File: src/rtl/illm_d1_join_ctl.sv
// illm_d1_join_ctl: joins the heads of the NSTR page input queues so that
// every stream advances together.
// Tokens are consumed only when all heads are valid and downstream is not
// stalled. The controller sequences a frame from go to a joint EOS and traps
// EOS misalignment between streams in a sticky ERR state.
// Optional watchdog: define ILLM_JOIN_TMO_EN to add the partial-join timeout
// flag (tmo). Without it, tmo is tied low.
module illm_d1_join_ctl #(
  parameter int NSTR = 8,
  parameter int CW   = 16,
  parameter int TMO  = 255
) (
  input  logic            clock,
  input  logic            reset,
  input  logic            go,
  input  logic            clr,
  input  logic [NSTR-1:0] q_v,
  input  logic [NSTR-1:0] q_e,
  output logic [NSTR-1:0] q_b,
  input  logic            dn_b,
  output logic            fire,
  output logic            eos_fire,
  output logic            busy,
  output logic            done,
  output logic            err,
  output logic [CW-1:0]   fire_cnt,
  output logic            tmo
);

  typedef enum logic [1:0] {
    IDLE = 2'd0,
    RUN  = 2'd1,
    DONE = 2'd2,
    ERR  = 2'd3
  } state_t;

  state_t          state_r, state_s;
  logic [CW-1:0]   fire_cnt_r, fire_cnt_s;
  logic            busy_r, done_r, err_r;
  logic            all_v_s, all_d_s, all_e_s, mix_s;
  logic            fire_s, eos_fire_s;

  // Join conditions on the queue heads
  assign all_v_s    = &q_v;
  assign all_d_s    = all_v_s & ~(|q_e);
  assign all_e_s    = all_v_s & (&q_e);
  assign mix_s      = all_v_s & (|q_e) & ~(&q_e);
  assign fire_s     = (state_r == RUN) & all_d_s & ~dn_b;
  assign eos_fire_s = (state_r == RUN) & all_e_s & ~dn_b;

  assign fire     = fire_s;
  assign eos_fire = eos_fire_s;
  // Hold every queue unless a joint consume happens this cycle
  assign q_b      = {NSTR{~(fire_s | eos_fire_s)}};
  assign busy     = busy_r;
  assign done     = done_r;
  assign err      = err_r;
  assign fire_cnt = fire_cnt_r;

  // Next-state and firing counter update
  always_comb begin
    state_s    = state_r;
    fire_cnt_s = fire_cnt_r;
    case (state_r)
      IDLE, DONE: begin
        if (go) begin
          state_s    = RUN;
          fire_cnt_s = {CW{1'b0}};
        end else begin
          state_s    = state_r;
        end
      end
      RUN: begin
        if (mix_s) begin
          state_s = ERR;
        end else if (eos_fire_s) begin
          state_s = DONE;
        end else if (fire_s) begin
          fire_cnt_s = fire_cnt_r + {{(CW-1){1'b0}}, 1'b1};
        end else begin
          state_s = RUN;
        end
      end
      ERR: begin
        if (clr) begin
          state_s = IDLE;
        end else begin
          state_s = ERR;
        end
      end
      default: begin
        state_s = IDLE;
      end
    endcase
  end

  // State, counter and registered status flags
  always_ff @(posedge clock or negedge reset) begin
    if (!reset) begin
      state_r    <= IDLE;
      fire_cnt_r <= {CW{1'b0}};
      busy_r     <= 1'b0;
      done_r     <= 1'b0;
      err_r      <= 1'b0;
    end else begin
      state_r    <= state_s;
      fire_cnt_r <= fire_cnt_s;
      busy_r     <= (state_s == RUN);
      done_r     <= (state_s == DONE);
      err_r      <= (state_s == ERR);
    end
  end

`ifdef ILLM_JOIN_TMO_EN
  localparam logic [7:0] TMO_L = 8'(TMO);

  logic [7:0] wd_r;
  logic       tmo_r;
  logic       wd_inc_s;

  // Watchdog counts cycles stuck on a partial join or a stalled full join
  assign wd_inc_s = (state_r == RUN) &
                    (((|q_v) & ~all_v_s) | (all_v_s & dn_b));

  // Watchdog counter and sticky timeout flag
  always_ff @(posedge clock or negedge reset) begin
    if (!reset) begin
      wd_r  <= 8'd0;
      tmo_r <= 1'b0;
    end else begin
      if (fire_s | eos_fire_s | ~(|q_v) | (state_r != RUN)) begin
        wd_r <= 8'd0;
      end else if (wd_inc_s && (wd_r != TMO_L)) begin
        wd_r <= wd_r + 8'd1;
      end else begin
        wd_r <= wd_r;
      end
      if (clr) begin
        tmo_r <= 1'b0;
      end else if (wd_r == TMO_L) begin
        tmo_r <= 1'b1;
      end else begin
        tmo_r <= tmo_r;
      end
    end
  end

  assign tmo = tmo_r;
`else
  assign tmo = 1'b0;
`endif

endmodule

File: config.mk
export PLATFORM = sky130hd
export DESIGN_NAME = illm_d1_join_ctl
export DESIGN_NICKNAME = d
export VERILOG_FILES = /design/src/rtl/illm_d1_join_ctl.sv
export SDC_FILE = /design/constraint.sdc
export NUM_CORES = 1
export LEC_CHECK = 0
export ABC_AREA = 1
export BUFFER_PORTS_ARGS = -buffer_cell sky130_fd_sc_hd__buf_2
export CAP_MARGIN = 20
export CELL_PAD_IN_SITES_DETAIL_PLACEMENT = 1
export CELL_PAD_IN_SITES_GLOBAL_PLACEMENT = 1
export CORE_MARGIN = 2
export CORE_UTILIZATION = 37
export CTS_BUF_LIST = sky130_fd_sc_hd__clkbuf_4 sky130_fd_sc_hd__clkbuf_8 sky130_fd_sc_hd__clkbuf_16
export DETAILED_ROUTE_END_ITERATION = 12
export GPL_TIMING_DRIVEN = 1
export PLACE_DENSITY = 0.85
export SETUP_SLACK_MARGIN = 0.15
export SLEW_MARGIN = 20
export SYNTH_ARGS = -nofsm -noshare
export SYNTH_HDL_FRONTEND = slang
export SYNTH_SLANG_ARGS = --single-unit
File: constraint.sdc
create_clock -name clock -period 2.1 [get_ports clock]
set_input_delay 0.21 -clock clock [delete_from_list [all_inputs] [get_ports clock]]
set_output_delay 0.21 -clock clock [all_outputs]
set_load 0.1 [all_outputs]
==> results.py, run 1 <==
metrics = {
    "synth": {
        "synthCells": 231,
        "yosysTopAreaCellShare_pct": 34.7,
        "syn_area_mm2": 0.00151,
        "synth_seq_cells": 21,
        "synthArstFlopShare_pct": 100,
        "ys_top_cells_by_area": "dfrtp_1 (35%), nand2_1 (20%), nor2_1 (9.4%)",
        "ys.flop_type": "dfrtp_1",
        "synth-seq-area-share_pct": 34.7,
        "yosys_warnings": 0,
        "post_synth.cell_area_avg_um2": 6.55,
        "synth_edf_count": 0,
        "synth.distinct_cells": 22,
        "postSynthNetCount": 253,
        "synth_area_leader_cell": "dfrtp_1",
    },
    "sta": {
        "finalMaxSlewViolations": 0,
        "hold_viol": 0,
        "rsz0062_at_grt": "no",
        "max_freq_mhz": 540,
        "skew_ns": 0.00308,
        "tightest_slew_ns": 0.533,
        "whs_ns": 0.315,
        "period_needed_ns": 1.85,
        "setup_ws_ns": 0.248,
        "setup_violations": 0,
        "fin_crit_sh_pct": 88.2,
        "relSlewSlack_pct": 64.4,
    },
    "die": {
        "core-area_mm2": 0.00397,
        "rows": 23,
        "fp.dieArea_mm2": 0.00462,
        "start_util_pct": 38.1,
        "die-height_um": 68.0,
        "die_w_um": 68.0,
        "io_pins": 51,
    },
    "worst_setup_path": {
        "crit_start": "state_r[0]$_DFF_PN0_",
        "critPathKind": "register to output port",
        "end_kind": "output port",
        "rrSetupSlack_ns": 0.51,
        "critical-path-top-delay-family": "buffers and inverters",
        "cp_slowest_stage_delay_ns": 0.39,
        "cp_common_cell": "nor2_4",
        "cp_num_cells": 8,
        "reg2regPathDepth": 10,
        "critPathSlowestCell": "dfrtp_1",
        "worstPathCellList": "inv_2 > nor2_4 > nand2_2 > nor2_4 > nand2_2 > inv_1 > nor2_4 > buf_4",
        "critPathMaxFanout": 8,
        "r2r_start": "fire_cnt[0]$_DFFE_PN0P_",
        "crit_end": "q_b[4]",
        "critPathRequiredTime_ns": 1.89,
        "arrival_ns": 1.64,
        "r2r-end": "fire_cnt[10]$_DFFE_PN0P_",
        "path_buf_inv": 3,
        "start_kind": "register",
    },
    "clocking": {
        "htreeDepth": 1,
        "cts_tree": "built",
        "clk_pin_slew_worst_paths_ns": 0.08,
        "root_buffer": "clkbuf_8",
        "cts_buffers": 3,
        "clk_latency_ns": 0.26,
        "clock_path_buffers": 2,
        "clock_sinks": 21,
    },
    "route": {
        "drt-vias-per-instance": 4.85,
        "vias": 1571,
        "totalWireLength_um": 4140,
        "dr.pass1.iters": 4,
        "drt.antenna.violating_nets": 0,
        "drtIter0Drc": 45,
        "drc": 0,
        "wl_per_cell_um": 12.8,
    },
    "finish": {
        "nFillCells": 564,
        "diodes": 0,
        "multi_input_area_um2": 827,
        "nets": 297,
        "ff_latch_area_um2": 534,
        "layout-drive-gt1-share_pct": 25.9,
        "syn_to_final_growth_pct": 21.7,
    },
    "pwr": {
        "seqPwrFrac_pct": 38.3,
        "p_sw_uw": 510,
        "power.leakage_nw": 1.03,
        "switching_share_pct": 43.3,
        "pwr-share-clk_pct": 24.5,
        "ir_worst_vdd_mv": 0.412,
        "powerDensity_mw_per_mm2": 638,
        "p_comb_share_pct": 37.2,
        "p_int_uw": 666,
    },
    "placed_design": {
        "dpl.hpwl_um": 3110,
        "pre_cts_slack_ns": 0.345,
        "portBuffers": 49,
        "gp_congestion": 0.772,
    },
    "status": {
        "status": "completed",
    },
    "job": {
        "max_cap_viol_count": 0,
    },
    "global_route": {
        "grt_start_max_net_pins": 22,
        "track_usage_pct": 19.1,
        "grt_pass1_vias": 1521,
        "grt_pass1_wl_um": 6770,
        "antenna_found_initial": 0,
        "grt-ovfl-total": 0,
    },
    "hold_path": {
        "hold_class": "input port to register",
        "hold_depth": 4,
    },
}
through the flow:
| stage | instance area (um^2) | instances | utilization [%] | setup TNS (ns) | total power, mW |
|---|---|---|---|---|---|
| floorplan | 1540 | 231 | - | -2.44 | 0.812 |
| global placement | 1750 | 318 | 44.1 | 0 | 0.876 |
| detailed placement | 1750 | 318 | 44.1 | 0 | 0.889 |
| CTS | 1820 | 323 | 45.7 | 0 | 1.19 |
| global route | 1840 | 324 | 46.4 | 0 | 1.25 |
| finish | 1840 | 324 | 46.4 | 0 | 1.18 |
synthesized netlist by cell type, drive strengths merged (2+ instances only):
library cell and count:
a21oi 4, and2 2, buf 11, dfrtp 21
inv 22, nand2 86, nand3 25, nand4 5
nor2 40, o21bai 3, xnor2 3, xor2 4
power groups by stage:
stage | Sequential [mW] | Combinational [mW] | Clock, mW
after floorplan | 0.571 | 0.241 | 0
after global placement | 0.456 | 0.420 | 0
after detailed placement | 0.459 | 0.429 | 0
after CTS | 0.452 | 0.432 | 0.305
after global routing | 0.455 | 0.474 | 0.316
final | 0.451 | 0.437 | 0.288
worst min-delay path by stage:
stage	startpoint	end	slack (ns)
global placement	reset	fire_cnt[13]$_DFFE_PN0P_	0.20
finish	go	err$_DFF_PN0_	0.31
detailed placement	reset	fire_cnt[2]$_DFFE_PN0P_	0.21
global route	go	err$_DFF_PN0_	0.33
floorplan	reset	busy$_DFF_PN0_	-0.09
CTS	go	err$_DFF_PN0_	0.31
placed cells by master, fill, tap and decap left out, types with 4 or more instances in the layout:
cell	n
inv_1	21
dfrtp_2	7
dfrtp_1	14
nand3_1	25
buf_2	39
nand2_1	81
a21oi_1	4
nand4_1	5
nor2_4	4
xor2_1	4
nor2_1	36
buf_4	11
routing by layer:
| metal | vias to the layer above | global-route usage, % | wire length, um |
|---|---|---|---|
| met5 | - | 0 | 0 |
| met4 | 0 | 5.25 | 53 |
| met3 | 5 | 2.63 | 120 |
| met2 | 23 | 34.2 | 2010 |
| met1 | 747 | 23.6 | 1960 |
| li1 | 796 | - | - |
logic make-up after synthesis:
group           Yosys count  synth area share, %
buf+inv                  34                 11.7
other cells               1                0.248
fa+ha+maj                 1                0.826
compound gates            8                 3.14
flops                    21                 34.7
simple gates            159                 45.4
xor+xnor                  7                 4.05
worst min-delay path, stage by stage:
cell	delay, ns
buf_2	0.09
o21ai_0	0.08
inv_1	0.09
a21oi_1	0.07
state kept, by name, indices dropped and copies added (netlist names):
| signal | cells |
|---|---|
| fire_cnt | 16 |
| state_r | 2 |
| busy | 1 |
| done | 1 |
| err | 1 |
cell type report:
| class | instances | area share, % |
|---|---|---|
| Multi-Input combinational cell | 176 | 44.9 |
| Inverter | 22 | 4.48 |
| Tap cell | 50 | 3.39 |
| Clock buffer | 4 | 2.65 |
| Sequential cell | 21 | 29.0 |
| Timing Repair Buffer | 51 | 15.6 |
repair_timing:
item                                   4_1_cts  5_1_grt
pin swaps                                    0        1
endpoints found under the hold margin       21        0
hold buffers                                 1        0
setup endpoints to repair                   10        9
setup buffers                                0        1
gates resized for setup                      2       16
No activity file was read; power rests on OpenSTA's default activity.
==> run 2: changes to the inputs <==
--- a/config.mk
+++ b/config.mk
@@ -7,7 +7,6 @@
 export LEC_CHECK = 0
 export ABC_AREA = 1
 export BUFFER_PORTS_ARGS = -buffer_cell sky130_fd_sc_hd__buf_2
-export CAP_MARGIN = 20
 export CELL_PAD_IN_SITES_DETAIL_PLACEMENT = 1
 export CELL_PAD_IN_SITES_GLOBAL_PLACEMENT = 1
 export CORE_MARGIN = 2
@@ -15,9 +14,9 @@
 export CTS_BUF_LIST = sky130_fd_sc_hd__clkbuf_4 sky130_fd_sc_hd__clkbuf_8 sky130_fd_sc_hd__clkbuf_16
 export DETAILED_ROUTE_END_ITERATION = 12
 export GPL_TIMING_DRIVEN = 1
-export PLACE_DENSITY = 0.85
+export PLACE_DENSITY_LB_ADDON = 0.1
 export SETUP_SLACK_MARGIN = 0.15
-export SLEW_MARGIN = 20
+export SLEW_MARGIN = 10
 export SYNTH_ARGS = -nofsm -noshare
 export SYNTH_HDL_FRONTEND = slang
 export SYNTH_SLANG_ARGS = --single-unit
==> run 2 against run 1 <==
Die area did not move; sequential cell count did not move; critical path depth unchanged; worst hold slack got worse by 0.015 ns; power rose by 2.4%; first-iteration DRC count shrank 20%; critical endpoint is now q_b[1].
==> results.py, run 2 (synthesized netlist as in run 1, its figures left out) <==
metrics = {
    "route": {
        "drtIter0Drc": 36,
        "totalWireLength_um": 3920,
        "drc": 0,
        "drt.antenna.violating_nets": 0,
        "drt-vias-per-instance": 4.72,
        "wl_per_cell_um": 12.0,
        "dr.pass1.iters": 4,
        "vias": 1543,
    },
    "hold_path": {
        "hold_depth": 4,
        "whs_endpoint": "done$_DFF_PN0_",
        "hold_start": "go",
        "hold_class": "input port to register",
    },
    "clocking": {
        "clk_pin_slew_worst_paths_ns": 0.09,
        "cts_tree": "built",
        "clk_latency_ns": 0.27,
        "cts_buffers": 3,
        "root_buffer": "clkbuf_8",
        "htreeDepth": 1,
        "clock_path_buffers": 2,
        "clock_sinks": 21,
    },
    "die": {
        "io_pins": 51,
        "core-area_mm2": 0.00397,
        "fp.dieArea_mm2": 0.00462,
        "die_w_um": 68.0,
        "rows": 23,
        "die-height_um": 68.0,
        "start_util_pct": 38.1,
    },
    "sta": {
        "setup_violations": 0,
        "hold_viol": 0,
        "fin_crit_sh_pct": 87.0,
        "max_freq_mhz": 547,
        "whs_ns": 0.300,
        "relSlewSlack_pct": 64.1,
        "skew_ns": 0.00481,
        "tightest_slew_ns": 0.538,
        "rsz0062_at_grt": "yes",
        "period_needed_ns": 1.83,
        "setup_ws_ns": 0.273,
        "final.setup.tns_ns": 0,
        "finalMaxSlewViolations": 0,
    },
    "worst_setup_path": {
        "rrSetupSlack_ns": 0.54,
        "end_kind": "output port",
        "worstPathCellList": "inv_2 > nor2_4 > nand2_2 > nor2_4 > nand2_2 > inv_1 > nor2_4 > buf_4",
        "cp_common_cell": "nor2_4",
        "critPathSlowestCell": "dfrtp_1",
        "crit_start": "state_r[0]$_DFF_PN0_",
        "critPathRequiredTime_ns": 1.89,
        "critPathKind": "register to output port",
        "r2r-end": "fire_cnt[8]$_DFFE_PN0P_",
        "critical-path-top-delay-family": "buffers and inverters",
        "critPathMaxFanout": 8,
        "path_buf_inv": 3,
        "start_kind": "register",
        "arrival_ns": 1.62,
        "r2r_start": "fire_cnt[0]$_DFFE_PN0P_",
        "cp_slowest_stage_delay_ns": 0.40,
        "reg2regPathDepth": 8,
    },
    "job": {
        "max_cap_viol_count": 0,
    },
    "placed_design": {
        "dpl.hpwl_um": 2990,
        "pre_cts_slack_ns": 0.370,
        "gp_congestion": 0.798,
        "dp.cells": 319,
        "portBuffers": 49,
    },
    "finish": {
        "largest_reg_flops": 16,
        "diodes": 0,
        "layout-drive-gt1-share_pct": 26.7,
        "syn_to_final_growth_pct": 23.5,
        "most-common-layout-cells": "nand2_1 (81), buf_2 (39), nor2_1 (36)",
        "nets": 300,
        "final_common_cell": "nand2_1",
        "finish.utilization_pct": 47.1,
        "fin_cells": 327,
    },
    "pwr": {
        "power.leakage_nw": 1.04,
        "ir_worst_vdd_mv": 0.347,
        "powerDensity_mw_per_mm2": 644,
    },
    "global_route": {
        "antenna_found_initial": 0,
        "grt-ovfl-total": 0,
        "grt_start_max_net_pins": 22,
        "grt_pass1_wl_um": 6730,
        "track_usage_pct": 19.0,
        "grt_pass1_vias": 1519,
    },
    "status": {
        "status": "completed",
    },
}
## run 2: cell types whose count changed in the layout (fill, tap and decap cells not counted), sizes merged
cell / change
buf: +3
clkbuf: -1
clkinvlp: +1
## run 2: area by class of cell
| type | count | area, um^2 |
|---|---|---|
| fillers | 539 | 2100 |
| multi-input cells | 176 | 827 |
| flip-flops and latches | 21 | 534 |
| repair buffers | 54 | 314 |
| inverters | 22 | 82.6 |
| well taps | 50 | 62.6 |
| clock buffers | 3 | 41.3 |
| clock inverters | 1 | 7.51 |
## run 2: metrics by stage
step | instance area, um^2 | power [mW]
final | 1870 | 1.20
after global placement | 1760 | 0.902
after detailed placement | 1760 | 0.906
after floorplan | 1540 | 0.812
after global routing | 1870 | 1.29
after CTS | 1820 | 1.20
## run 2: how the worst max path moves through the flow
stage / slack [ns] / endpoint / depth (start not counted)
3_5_place_dp: 0.37 / fire / 6
5_1_grt: 0.14 / q_b[7] / 8
6_report: 0.27 / q_b[1] / 8
2_1_floorplan: -0.35 / q_b[1] / 8
3_3_place_gp: 0.41 / fire / 6
4_1_cts: 0.14 / q_b[1] / 8
## run 2: timing repair
action | CTS | global route
hold buffers | 1 | 0
endpoints found under the hold margin | 21 | 0
endpoints found under the setup margin | 7 | 9
pin swaps | 0 | 1
buffers inserted | 0 | 3
resized for setup | 2 | 17
## run 2: tightest hold or removal path: stages
cell and delay (ns):
buf_2 0.09, o21ai_0 0.08, inv_1 0.08, a21oi_1 0.07
## run 2: metal layers
| layer | GRT usage (%) | share of wire [%] | vias to the layer above | wire (um) |
|---|---|---|---|---|
| li1 | - | - | 798 | - |
| met1 | 23.5 | 45 | 698 | 1770 |
| met2 | 34.1 | 49 | 42 | 1910 |
| met3 | 2.63 | 4.8 | 5 | 189 |
| met4 | 5.25 | 1.2 | 0 | 47 |
| met5 | 0 | 0 | - | 0 |
## run 2: report_power, final
group	switching [mW]	internal (mW)	total, mW
logic	0.357	0.112	0.469
registers	0.0207	0.428	0.449
clock network	0.151	0.134	0.285
total	0.529	0.675	1.20
